## src/rtl/keypad_multi_operand_entry_if.sv

```systemverilog
// keypad_multi_operand_entry_if: keypad matrix lines plus the operand/key results handed to the datapath.
interface keypad_multi_operand_entry_if #(
    parameter int NUM_OPS    = 2,
    parameter int MAX_DIGITS = 3,
    parameter int OUT_W      = 10
);
    localparam int IW = $clog2(NUM_OPS + 1);
    localparam int DW = $clog2(MAX_DIGITS + 1);
    logic [3:0]               col;
    logic [3:0]               row;
    logic [NUM_OPS*OUT_W-1:0] operands;
    logic [NUM_OPS-1:0]       op_valid;
    logic [3:0]               key_code;
    logic                     key_valid;
    logic [IW-1:0]            op_idx;
    logic [DW-1:0]            digit_cnt;
    logic                     all_done;
    modport master (input col, output row, operands, op_valid, key_code, key_valid, op_idx, digit_cnt, all_done);
    modport slave  (output col, input row, operands, op_valid, key_code, key_valid, op_idx, digit_cnt, all_done);
endinterface

```

## src/rtl/keypad_multi_operand_entry.sv

```systemverilog
// keypad_multi_operand_entry: 4x4 keypad scan, frame debounce and multi-operand decimal entry.
module keypad_multi_operand_entry #(
    parameter int SCAN_DIV        = 50000,
    parameter int DEBOUNCE_FRAMES = 4,
    parameter int NUM_OPS         = 2,
    parameter int MAX_DIGITS      = 3,
    parameter int OUT_W           = 10
) (
    input logic clk,
    input logic rst,
    keypad_multi_operand_entry_if.master bus
);
    localparam int CW = $clog2(SCAN_DIV);
    localparam int BW = $clog2(DEBOUNCE_FRAMES + 1);
    localparam int IW = $clog2(NUM_OPS + 1);
    localparam int DW = $clog2(MAX_DIGITS + 1);
    localparam logic [63:0] KEYMAP = 64'hDF0E_C987_B654_A321;
    localparam logic [BW-1:0] DB = BW'(DEBOUNCE_FRAMES);
    localparam logic [DW-1:0] MAXD = DW'(MAX_DIGITS);

    typedef enum logic [1:0] {IDLE, PRESS_WAIT, HELD, RELEASE_WAIT} state_t;

    state_t                   state_q, state_d;
    logic [CW-1:0]            div_q, div_d;
    logic [1:0]               row_sel_q, row_sel_d;
    logic [3:0]               sync1_q, sync2_q;
    logic [1:0]               hits_q, hits_d;
    logic [3:0]               fcode_q, fcode_d;
    logic [BW-1:0]            cnt_q, cnt_d;
    logic [3:0]               cand_q, cand_d;
    logic [3:0]               key_code_q, key_code_d;
    logic                     key_valid_q, key_valid_d;
    logic [OUT_W-1:0]         acc_q, acc_d;
    logic [DW-1:0]            dcnt_q, dcnt_d;
    logic [IW-1:0]            idx_q, idx_d;
    logic [NUM_OPS*OUT_W-1:0] operands_q, operands_d;
    logic [NUM_OPS-1:0]       op_valid_q, op_valid_d;
    logic                     done_q, done_d;

    logic       slot_end, frame_done, is_key;
    logic [3:0] low, code_new;
    logic [2:0] nlow, sum;
    logic [1:0] lcol, hits_new;

    // Scan timing and per-frame hit accumulation (counts saturate at 2 = ghost/multi-key)
    always_comb begin
        slot_end   = div_q == CW'(SCAN_DIV - 1);
        div_d      = slot_end ? '0 : div_q + CW'(1);
        row_sel_d  = slot_end ? row_sel_q + 2'd1 : row_sel_q;
        low        = ~sync2_q;
        nlow       = {2'b0, low[0]} + {2'b0, low[1]} + {2'b0, low[2]} + {2'b0, low[3]};
        lcol       = low[0] ? 2'd0 : low[1] ? 2'd1 : low[2] ? 2'd2 : 2'd3;
        sum        = {1'b0, (row_sel_q == 2'd0) ? 2'd0 : hits_q} + nlow;
        hits_new   = (sum >= 3'd2) ? 2'd2 : sum[1:0];
        code_new   = (nlow == 3'd1) ? KEYMAP[{row_sel_q, lcol, 2'b00} +: 4] : (row_sel_q == 2'd0) ? 4'd0 : fcode_q;
        hits_d     = slot_end ? hits_new : hits_q;
        fcode_d    = slot_end ? code_new : fcode_q;
        frame_done = slot_end && row_sel_q == 2'd3;
        is_key     = hits_new == 2'd1;
    end

    always_comb begin
        state_d     = state_q;
        cnt_d       = cnt_q;
        cand_d      = cand_q;
        key_valid_d = 1'b0;
        if (frame_done) begin
            case (state_q)
                IDLE: if (is_key) begin
                    cand_d = code_new;
                    cnt_d  = BW'(1);
                    if (DEBOUNCE_FRAMES == 1) begin
                        state_d     = HELD;
                        key_valid_d = 1'b1;
                    end else state_d = PRESS_WAIT;
                end
                PRESS_WAIT: if (is_key && code_new == cand_q) begin
                    cnt_d = cnt_q + BW'(1);
                    if (cnt_d == DB) begin
                        state_d     = HELD;
                        key_valid_d = 1'b1;
                    end
                end else state_d = IDLE;
                HELD: if (!is_key) begin
                    cnt_d   = BW'(1);
                    state_d = (DEBOUNCE_FRAMES == 1) ? IDLE : RELEASE_WAIT;
                end
                default: if (is_key) state_d = HELD;
                else begin
                    cnt_d   = cnt_q + BW'(1);
                    state_d = (cnt_d == DB) ? IDLE : RELEASE_WAIT;
                end
            endcase
        end
        key_code_d = key_valid_d ? cand_d : key_code_q;
    end

    // Entry editing acts on the registered key, one cycle after the pulse
    always_comb begin
        acc_d      = acc_q;
        dcnt_d     = dcnt_q;
        idx_d      = idx_q;
        operands_d = operands_q;
        op_valid_d = op_valid_q;
        done_d     = done_q;
        if (key_valid_q) begin
            if (key_code_q == 4'd13) begin
                acc_d      = '0;
                dcnt_d     = '0;
                idx_d      = '0;
                operands_d = '0;
                op_valid_d = '0;
                done_d     = 1'b0;
            end else if (!done_q) begin
                if (key_code_q <= 4'd9 && dcnt_q != MAXD) begin
                    acc_d  = acc_q * OUT_W'(10) + OUT_W'(key_code_q);
                    dcnt_d = dcnt_q + DW'(1);
                end else if (key_code_q == 4'd14 && dcnt_q != '0) begin
                    acc_d  = acc_q / OUT_W'(10);
                    dcnt_d = dcnt_q - DW'(1);
                end else if (key_code_q == 4'd15 && dcnt_q != '0) begin
                    for (int i = 0; i < NUM_OPS; i++) begin
                        if (idx_q == IW'(i)) begin
                            operands_d[i*OUT_W +: OUT_W] = acc_q;
                            op_valid_d[i]                = 1'b1;
                        end
                    end
                    acc_d  = '0;
                    dcnt_d = '0;
                    idx_d  = idx_q + IW'(1);
                    done_d = idx_d == IW'(NUM_OPS);
                end
            end
        end
    end

    always_ff @(posedge clk or posedge rst) begin
        if (rst) begin
            state_q     <= IDLE;
            div_q       <= '0;
            row_sel_q   <= '0;
            sync1_q     <= 4'hF;
            sync2_q     <= 4'hF;
            hits_q      <= '0;
            fcode_q     <= '0;
            cnt_q       <= '0;
            cand_q      <= '0;
            key_code_q  <= '0;
            key_valid_q <= 1'b0;
            acc_q       <= '0;
            dcnt_q      <= '0;
            idx_q       <= '0;
            operands_q  <= '0;
            op_valid_q  <= '0;
            done_q      <= 1'b0;
        end else begin
            state_q     <= state_d;
            div_q       <= div_d;
            row_sel_q   <= row_sel_d;
            sync1_q     <= bus.col;
            sync2_q     <= sync1_q;
            hits_q      <= hits_d;
            fcode_q     <= fcode_d;
            cnt_q       <= cnt_d;
            cand_q      <= cand_d;
            key_code_q  <= key_code_d;
            key_valid_q <= key_valid_d;
            acc_q       <= acc_d;
            dcnt_q      <= dcnt_d;
            idx_q       <= idx_d;
            operands_q  <= operands_d;
            op_valid_q  <= op_valid_d;
            done_q      <= done_d;
        end
    end

    assign bus.row       = ~(4'b0001 << row_sel_q);
    assign bus.operands  = operands_q;
    assign bus.op_valid  = op_valid_q;
    assign bus.key_code  = key_code_q;
    assign bus.key_valid = key_valid_q;
    assign bus.op_idx    = idx_q;
    assign bus.digit_cnt = dcnt_q;
    assign bus.all_done  = done_q;
endmodule

```

## src/flat_wrapper.sv

```systemverilog
// flat-port wrapper written by rule: the top's interface ports become plain ports
module keypad_multi_operand_entry_flat 
#(
    parameter int SCAN_DIV        = 50000,
    parameter int DEBOUNCE_FRAMES = 4,
    parameter int NUM_OPS         = 2,
    parameter int MAX_DIGITS      = 3,
    parameter int OUT_W           = 10
)
  (clk, rst, bus_col, bus_row, bus_operands, bus_op_valid, bus_key_code, bus_key_valid, bus_op_idx, bus_digit_cnt, bus_all_done);
  keypad_multi_operand_entry_if #(.NUM_OPS(NUM_OPS), .MAX_DIGITS(MAX_DIGITS), .OUT_W(OUT_W)) bus_i ();
  input logic clk;
  input logic rst;
  input wire logic [$bits(bus_i.col)-1:0] bus_col;
  output wire logic [$bits(bus_i.row)-1:0] bus_row;
  output wire logic [$bits(bus_i.operands)-1:0] bus_operands;
  output wire logic [$bits(bus_i.op_valid)-1:0] bus_op_valid;
  output wire logic [$bits(bus_i.key_code)-1:0] bus_key_code;
  output wire logic [$bits(bus_i.key_valid)-1:0] bus_key_valid;
  output wire logic [$bits(bus_i.op_idx)-1:0] bus_op_idx;
  output wire logic [$bits(bus_i.digit_cnt)-1:0] bus_digit_cnt;
  output wire logic [$bits(bus_i.all_done)-1:0] bus_all_done;
  assign bus_i.col = bus_col;
  assign bus_row = bus_i.row;
  assign bus_operands = bus_i.operands;
  assign bus_op_valid = bus_i.op_valid;
  assign bus_key_code = bus_i.key_code;
  assign bus_key_valid = bus_i.key_valid;
  assign bus_op_idx = bus_i.op_idx;
  assign bus_digit_cnt = bus_i.digit_cnt;
  assign bus_all_done = bus_i.all_done;
  keypad_multi_operand_entry #(.SCAN_DIV(SCAN_DIV), .DEBOUNCE_FRAMES(DEBOUNCE_FRAMES), .NUM_OPS(NUM_OPS), .MAX_DIGITS(MAX_DIGITS), .OUT_W(OUT_W)) u_core (.clk(clk), .rst(rst), .bus(bus_i));
endmodule
```

## config.mk

```make
export PLATFORM = sky130hd
export DESIGN_NAME = keypad_multi_operand_entry_flat
export DESIGN_NICKNAME = d
export VERILOG_FILES = /design/src/rtl/keypad_multi_operand_entry_if.sv /design/src/rtl/keypad_multi_operand_entry.sv /design/src/flat_wrapper.sv
export SDC_FILE = /design/constraint.sdc
export NUM_CORES = 1
export LEC_CHECK = 0
export CELL_PAD_IN_SITES_DETAIL_PLACEMENT = 0
export CELL_PAD_IN_SITES_GLOBAL_PLACEMENT = 1
export CORE_MARGIN = 3
export CORE_UTILIZATION = 46
export CTS_CLUSTER_DIAMETER = 120
export DETAILED_ROUTE_END_ITERATION = 8
export GPL_TIMING_DRIVEN = 0
export PLACE_DENSITY = 0.93
export SYNTH_ARGS = -nofsm -noshare
export SYNTH_HDL_FRONTEND = slang
export SYNTH_SLANG_ARGS = --single-unit
```

## constraint.sdc

```tcl
create_clock -name clk -period 4.1 [get_ports clk]
set_input_delay 1.23 -clock clk [delete_from_list [all_inputs] [get_ports clk]]
set_output_delay 1.23 -clock clk [all_outputs]
set_load 0.03 [all_outputs]
```

==> Yosys cells after proc, flatten, opt, wreduce, memory -nomap -nowiden <==
Cells that the tools add are included.
{ "word_totals": {"ff_bits": 83, "in_bits": 6, "output_inout_bits": 36, "wordCells": 140} }
{ "op_classes": {"n_addsub": 11, "multipliers": 1, "div": 1, "magnitude_cmp": 2, "n_eq_ne": 22, "shifts": 2, "n_mux": 61, "n_bitwise": 2, "n_reduce_logical": 19} }
{ "ops": {"columns": ["op", "count"], "rows": [
  ["two-way mux 20 bit", 5],
  ["two-way mux 10 bit", 7],
  ["variable part select 64 x 7 -> 4 bit, first input constant", 1],
  ["two-way mux 2 bit", 25],
  ["two-way mux 4 bit", 5],
  ["adder 16 x 1 -> 16 bit, second input constant", 1],
  ["equality test 16 bit, second input constant", 1],
  ["two-way mux 16 bit", 1],
  ["equality test 4 bit, second input constant", 3],
  ["two-way mux 1 bit", 12],
  ["two-way mux 3 bit", 4],
  ["AND reduction 6 bit", 2],
  ["adder 10 x 4 -> 10 bit", 1],
  ["divider 10 x 4 -> 10 bit, second input constant", 1],
  ["multiplier 10 x 3 -> 9 bit, second input constant", 1],
  ["AND reduction 5 bit", 2],
  ["one-hot mux 3 bit (3 select lines)", 1],
  ["inequality test 2 x 1 -> 1 bit, second input constant", 4],
  ["NOT 4 bit", 2],
  ["nonzero test 2 bit", 4],
  ["adder 2 x 1 -> 2 bit, second input constant", 3],
  ["adder 3 x 1 -> 3 bit", 2],
  ["equality test 2 x 1 -> 1 bit, second input constant", 3],
  ["equality test 2 bit, second input constant", 3],
  ["18 further kinds", 27]
]} }

==> Logic depth before layout (Yosys ltp) <==
Gate-level depths: netlist of the first run.
{ "logic_depth": {"depth_word": 12, "ltp_mapped": 14, "depth_no_buf": 13} }

==> Worst setup path before layout of the first run <==
No wires, ideal clock.
{ "synth_path": {"path_kind": "register -> register", "start": "register u_core.sync2_q[0]", "end": "register u_core.key_code_q[0], in the netlist u_core.bus.key_code[0]", "setup_time_ps": 125, "arrival_ps": 3268, "required_time_ps": 3975, "setup_slack_ps": 707, "path_stages_with_launch": 13, "path_buffers": 1, "synth_period_minus_slack_ps": 3393, "cell_sequence": "dfstp_2 inv_1 ha_1 fa_1 ha_1 or3b_1 clkbuf_1 nand3_1 o21ai_1 xor2_1 nor4_4 nand3_4 mux2_4"} }
{ "synth_via": {"elab_chain_cells": 12, "elab_cells_between_ends": 20, "classes_between": "4 x add/sub; 1 x order compare; 3 x eq/ne; 1 x shift; 9 x mux; 1 x bitwise; 1 x reduce/logical"} }
{ "synth_rtl": {"columns": ["item", "line_no", "source"], "rows": [
  ["start: declaration", "keypad_multi_operand_entry.sv:26", "logic [3:0] sync1_q, sync2_q;"],
  ["start signal: assignment", "keypad_multi_operand_entry.sv:161", "sync2_q <= sync1_q;"],
  ["NOT 4 bit (*)", "keypad_multi_operand_entry.sv:50", "low = ~sync2_q;"],
  ["adder 1 x 1 -> 2 bit", "keypad_multi_operand_entry.sv:51", "nlow = {2'b0, low[0]} + {2'b0, low[1]} + {2'b0, low[2]} + {2'b0, low[3]};"],
  ["adder 3 x 1 -> 3 bit (2 in a row)", "keypad_multi_operand_entry.sv:51", null],
  ["adder 2 x 3 -> 3 bit", "keypad_multi_operand_entry.sv:53", "sum = {1'b0, (row_sel_q == 2'd0) ? 2'd0 : hits_q} + nlow;"],
  ["greater-or-equal comparator 3 x 2 -> 1 bit", "keypad_multi_operand_entry.sv:54", "hits_new = (sum >= 3'd2) ? 2'd2 : sum[1:0];"],
  ["two-way mux 2 bit", "keypad_multi_operand_entry.sv:54", null],
  ["equality test 2 x 1 -> 1 bit", "keypad_multi_operand_entry.sv:59", "is_key = hits_new == 2'd1;"],
  ["logical AND 1 bit", "keypad_multi_operand_entry.sv:77", "PRESS_WAIT: if (is_key && code_new == cand_q) begin"],
  ["two-way mux 1 bit", "keypad_multi_operand_entry.sv:77", null],
  ["two-way mux 1 bit", "keypad_multi_operand_entry.sv:68", "case (state_q)"],
  ["two-way mux 1 bit", "keypad_multi_operand_entry.sv:67", "if (frame_done) begin"],
  ["end signal: assignment", "keypad_multi_operand_entry.sv:166", "key_code_q <= key_code_d;"],
  ["end: declaration", "keypad_multi_operand_entry.sv:31", "logic [3:0] key_code_q, key_code_d;"]
]} }
Every way passes the cells marked *; elsewhere a longest branch is shown, timed or not.
A chain may end at the register's enable or synchronous reset.

==> Worst setup path in the final report of the first run <==
{ "layout_path": {"start": "register u_core.sync2_q[0]", "end": "register u_core.key_code_q[2], in the netlist u_core.bus.key_code[2]"} }
The elaborated chain is that of the path after synthesis.

==> flow_summary.toml, run 1 <==
[setup_path]
path_class = "reg -> reg"
worst-path-max-fanout = 8
crit_slowest_cell = "dfstp_2"
crit_arrival_ns = 4.03
required_ns = 4.32
crit_buf_inv = 2
slowest_delay_ns = 0.53
startpoint_type = "flop"
end_kind = "flop"
crit_chain = "inv_1, ha_1, fa_1, ha_1, or3b_1, clkbuf_1, nand3_1, o21ai_1, xor2_1, nor4_4, nand3_4, mux2_4"
cp_common_cell = "ha_1"
path_delay_family = "simple AND/OR/NAND/NOR gates"

[pwr]
max-vdd-ir-drop_v = 0.0002294
pwr-share-seq_pct = 50.5
comb_power_share_pct = 5.1
leakagePower_nw = 2.764
netSwitchingFraction_pct = 23.05
clkPwrFrac_pct = 44.4
power_density_mw_per_mm2 = 266.5
netSwitchingPower_uw = 377.9
p_int_mw = 1.261

[cts]
htreeDepth = 3
cts.clk_slew.worst_paths_ns = 0.06
cts_tree = "yes"
ctsResizeCount = 0
postCtsSetupRepairBufs = 0
cts_root_buffer = "clkbuf_16"
ctsHoldBuffers = 0
clock_latency_ns = 0.34
cts.sinks = 83
numCtsBuffers = 9
cts_max_path_buffers = 2

[routing]
wl_per_cell_um = 15.45
via_count = 4370
wl_um = 11880
drcViolationCount = 0
drt_iter0_drc = 278
dr.pass1.iters = 5
viasPerCell = 5.683
final_antenna_net_count = 0

[global_routing]
antenna_found_initial = 0
grt-ovfl-total = 0
first_global_vias = 4355
grt_max_degree = 62
grt_pass1_wl_um = 21170
groute.usage.overall_pct = 20.15

[yosys]
yosysWarnings = 0
yosysMostFrequentCell = "dfrtp_1"
async_flop_share_pct = 100.0
yosysTopAreaCellShare_pct = 35.59
ys.flop_type = "dfrtp_1"
synth_compound_area_share_pct = 17.06
synth_mux_area_share_pct = 3.582
synth_common_cells = "75 x dfrtp_1, 71 x nand2_1, 53 x o21ai_0, 37 x inv_1, 35 x ha_1"
netlist_instances = 572
yosys-top-cells-area = "dfrtp_1 36%, ha_1 8.3%, nand2_1 5.1%"
synth_edf_count = 0
syn_nets = 617
yosys.area_share.simple_pct = 19.00
yosysTopAreaCell = "dfrtp_1"
netlist_area_mm2 = 0.005274
yosysUniqueCellTypes = 69
synth_xor_area_share_pct = 5.741
synth_fa_ha_area_share_pct = 10.01
avgSynthCellArea_um2 = 9.220
ys_seq_area_share_pct = 39.57
synth_top_family_by_area = "simple AND/OR/NAND/NOR gates"
ys_seq_elements = 83

[place]
io_buffers = 41
gp_congestion = 0.8882
hpwl_um = 8790
pre_cts_ws_ns = 0.2938
dp_cells = 754

[sta]
skew_ns = 0.008311
max_freq_mhz = 262.5
post-route-min-period_ns = 3.809
relSlewSlack_pct = 58.46
tightest_slew_ns = 0.6184
maxSlewViolCount = 0
setup_violations = 0
fin_crit_sh_pct = 92.91
report.final.hold_viol_count = 0
fin_ws_ns = 0.2906
rsz0062_at_grt = "false"

[cells_and_area]
finalNonFillerCells = 769
antenna_cells = 0
area_growth_pct = 16.63
nets = 670
final_layout_size_suffix_gt1_share_pct = 8.267

[floorplanning]
initial_core_util_pct = 47.81
core_mm2 = 0.01103
die_width_um = 113.1
io_pins = 42
die_area_mm2 = 0.01279
chipHeight_um = 113.1
rows = 38

[outcome]
status = "finished clean"

[min_path]
worstHoldPathType = "reg -> reg"

[run]
max_cap_violations = 0
-- cell families after synthesis --
kind of cell | after synthesis
simple gates | 191
compound gates | 142
flops | 83
buf+inv | 67
fa+ha+maj | 40
xor+xnor | 33
mux | 16
-- sequential cells by signal (all words and copies together) (netlist names), 3 cells and up --
register	count
u_core.cnt_q	3
u_core.bus.operands	20
u_core.bus.key_code	4
u_core.cand_q	4
u_core.div_q	16
u_core.sync2_q	4
u_core.sync1_q	4
u_core.acc_q	10
u_core.fcode_q	4
-- placed cells by master, fill, tap and decap left out, drive strengths merged, types with 5 or more instances in the layout --
cell and instances:
xor2 15, buf 6, nand4 5, or3 6, a221oi 5, dfstp 8, a21oi 24, clkdlybuf4s50 41
nand3 25, dfrtp 75, nand2 71, nand2b 9, a22oi 5, xnor2 17, o21ai 57, mux2 11
inv 37, clkbuf 34, nor3 13, mux2i 5, a21o 6, nor2 30, and3 6, o31ai 5
ha 35
-- worst register-to-register path: stages (launching register included) --
cell,delay (ns)
dfstp_2,0.53
inv_1,0.04
ha_1,0.30
fa_1,0.37
ha_1,0.30
or3b_1,0.36
clkbuf_1,0.21
nand3_1,0.15
o21ai_1,0.14
xor2_1,0.20
nor4_4,0.52
nand3_4,0.23
mux2_4,0.35
-- layout make-up --
class	count	area [µm²]
clock buffer	11	232.7
sequential	83	2087
buffer	29	122.6
fill	966	4880
tap	140	175.2
clock inverter	4	28.78
inverter	38	145.1
timing repair buffer	42	437.9
multi-input combinational	422	2922
-- final timing paths --
path                                   startpoint                     end  slack [ns]  cells past startpoint
worst max-delay path            u_core.sync2_q[0]  u_core.bus.key_code[2]        0.29                     12
worst min-delay path            u_core.sync1_q[0]       u_core.sync2_q[0]        0.36                      0
worst max register to register  u_core.sync2_q[0]  u_core.bus.key_code[2]        0.29                     12
worst min register to register  u_core.sync1_q[0]       u_core.sync2_q[0]        0.36                      0
max in group asynchronous                     rst       u_core.sync2_q[2]        2.25                      3
min in group asynchronous                     rst  u_core.bus.key_code[2]        1.20                      2
-- power groups by stage --
| stage | clock [mW] | sequential [mW] | combinational (mW) |
|---|---|---|---|
| final | 0.728 | 0.828 | 0.0834 |
| after global routing | 0.789 | 0.828 | 0.0963 |
| after CTS | 0.749 | 0.828 | 0.0850 |
| after detailed placement | 0 | 0.843 | 0.0837 |
| after global placement | 0 | 0.842 | 0.0758 |
| after floorplan | 0 | 0.842 | 0.0576 |
-- metal layers --
layer / part of all wire [%] / track usage [%]
met1: 44 / 25.90
met2: 50 / 34.36
met3: 4.5 / 3.957
met4: 1.4 / 6.250
met5: 0 / 0
-- per-stage QoR --
| stage | total power, mW | hold WS [ns] | TNS, ns | area, µm² | utilization (%) |
|---|---|---|---|---|---|
| floorplan | 0.8998 | 0.3452 | 0 | 5274 | - |
| global placement | 0.9182 | 0.3455 | -40.68 | 5859 | 53.12 |
| detailed placement | 0.9266 | 0.3469 | 0 | 5889 | 53.39 |
| CTS | 1.662 | 0.3559 | 0 | 6151 | 55.76 |
| global route | 1.713 | 0.3588 | 0 | 6151 | 55.76 |
| finish | 1.639 | 0.3554 | 0 | 6151 | 55.76 |
(Power assumes the default switching activity.)
==> run 2, diff against run 1 <==
--- a/config.mk
+++ b/config.mk
@@ -12,7 +12,7 @@
 export CTS_CLUSTER_DIAMETER = 120
 export DETAILED_ROUTE_END_ITERATION = 8
 export GPL_TIMING_DRIVEN = 0
-export PLACE_DENSITY = 0.93
+export PLACE_DENSITY = 0.92
 export SYNTH_ARGS = -nofsm -noshare
 export SYNTH_HDL_FRONTEND = slang
 export SYNTH_SLANG_ARGS = --single-unit
==> run 2 against run 1 <==
- sequential power is essentially flat
- clock-buffer cell count grew 1
- non-clock buffer count is the same
- sequential cell count is the same
- core utilization grew 0.32 points
- setup slack gained 0.028 ns
- register-to-register slack gained 0.03 ns
- maximum frequency grew 0.73%
- die area is the same
- critical path depth shrank 1
- final area grew 0.57%
- critical endpoint unchanged
- total power grew 4.8%
==> flow_summary.toml, run 2 (same netlist as run 1, synthesis figures left out) <==
[outcome]
status = "finished clean"

[cts]
numCtsBuffers = 9
cts.clk_slew.worst_paths_ns = 0.06
ctsResizeCount = 0
cts_tree = "yes"
clock_latency_ns = 0.34
postCtsSetupRepairBufs = 0
cts_max_path_buffers = 2
htreeDepth = 3
cts.sinks = 83
cts_root_buffer = "clkbuf_16"
ctsHoldBuffers = 0

[place]
io_buffers = 41
pre_cts_ws_ns = 0.3495
hpwl_um = 8926
gp_congestion = 0.8958

[min_path]
hold_depth = 0
hp-start = "u_core.sync1_q[1]"
worstHoldPathType = "reg -> reg"
holdPathEnd = "u_core.sync2_q[1]"

[routing]
dr_wl_met3_um = 378
highest_layer = "met4"
viasPerCell = 5.591
wl_per_cell_um = 15.56
drcViolationCount = 0
dr.pass1.iters = 4
wirelength_met1_um = 5423
final_antenna_net_count = 0
drt_iter0_drc = 270
routed-wl-met2_um = 6010
via_count = 4305
wl_um = 11980

[setup_path]
reg2reg_depth = 11
worst-path-max-fanout = 6
r2r_end = "u_core.bus.key_code[2]"
end_kind = "flop"
r2r_start = "u_core.sync2_q[0]"
crit_buf_inv = 2
crit_slowest_cell = "dfstp_2"
path_class = "reg -> reg"
required_ns = 4.32
reg2reg_setup_slack_ns = 0.32
startpoint_type = "flop"
cp_num_cells = 11
slowest_delay_ns = 0.54
crit_arrival_ns = 4.00
path_delay_family = "adder cells"
crit_chain = "inv_1, ha_1, fa_1, ha_1, inv_1, fa_1, xor2_1, nand3_1, nor4_4, nand3_4, mux2_4"

[cells_and_area]
final_layout_size_suffix_gt1_share_pct = 8.413
largest_reg_flops = 20
antenna_cells = 0
layout_commonest_cell = "dfrtp_1"
most-common-layout-cells = "75 x dfrtp_1, 71 x nand2_1, 53 x o21ai_0"
area_growth_pct = 17.30
nets = 670
fin_util_pct = 56.08

[pwr]
power_density_mw_per_mm2 = 277.8
max-vdd-ir-drop_v = 0.0003039
leakagePower_nw = 2.782
power.total_mw = 1.718

[sta]
skew_ns = 0.01057
fin_ws_ns = 0.3182
post-route-min-period_ns = 3.782
max_freq_mhz = 264.4
rsz0062_at_grt = "false"
report.final.hold_viol_count = 0
fin_crit_sh_pct = 92.24
relSlewSlack_pct = 57.41
holdWs_ns = 0.3571
setup_violations = 0
tightest_slew_ns = 0.6341
maxSlewViolCount = 0

[global_routing]
grt-ovfl-total = 0
grt_max_degree = 57
grt_pass1_wl_um = 21010
antenna_found_initial = 0
groute.usage.overall_pct = 19.92
first_global_vias = 4437

[floorplanning]
core_mm2 = 0.01103
rows = 38
die_area_mm2 = 0.01279
die_width_um = 113.1
io_pins = 42
chipHeight_um = 113.1
initial_core_util_pct = 47.81

[run]
max_cap_violations = 0
[run 2: worst max-delay path by stage]
| stage | startpoint | end | slack [ns] |
|---|---|---|---|
| 5_1_grt | u_core.sync2_q[0] | u_core.bus.key_code[3] | 0.15 |
| 6_report | u_core.sync2_q[0] | u_core.bus.key_code[2] | 0.32 |
| 3_5_place_dp | u_core.sync2_q[0] | u_core.bus.key_code[2] | 0.35 |
| 3_3_place_gp | rst | u_core.div_q[10] | -0.48 |
| 4_1_cts | u_core.sync2_q[0] | u_core.bus.key_code[2] | 0.32 |
| 2_1_floorplan | u_core.sync2_q[0] | u_core.bus.key_code[0] | 0.71 |
[run 2: stage by stage]
stage / std cells / area, µm² / TNS [ns]
4_1_cts: 770 / 6186 / 0
3_5_place_dp: 754 / 5889 / 0
2_1_floorplan: 572 / 5274 / 0
5_1_grt: 770 / 6186 / 0
6_report: 770 / 6186 / 0
3_3_place_gp: 753 / 5859 / -35.72
[run 2: per-layer routing]
layer  up-vias  global-route usage [%]
met3        12                   3.422
met2        87                   35.94
met1      2076                   24.43
met5         -                       0
met4         0                   5.689
li1       2130                       -
[run 2: worst reg2reg max path: cells and delay by family (launching register included)]
family,cells,cell delay (ns)
buf+inv,2,0.10
mux,1,0.35
xor+xnor,1,0.24
fa+ha+maj,4,1.37
flops,1,0.54
simple gates,3,1.07
[run 2: cell type report]
class,instances,area (µm²)
fillers,997,4845
repair buffers,42,437.9
flip-flops and latches,83,2087
inverters,38,145.1
plain buffers,29,122.6
multi-input cells,422,2922
clock buffers,12,246.5
well taps,140,175.2
clock inverters,4,50.05
[run 2: power breakdown]
part	total, mW	internal (mW)	switching (mW)
clock network	0.807	0.488	0.320
registers	0.828	0.826	0.00171
logic	0.0828	0.0279	0.0549
total	1.72	1.34	0.376
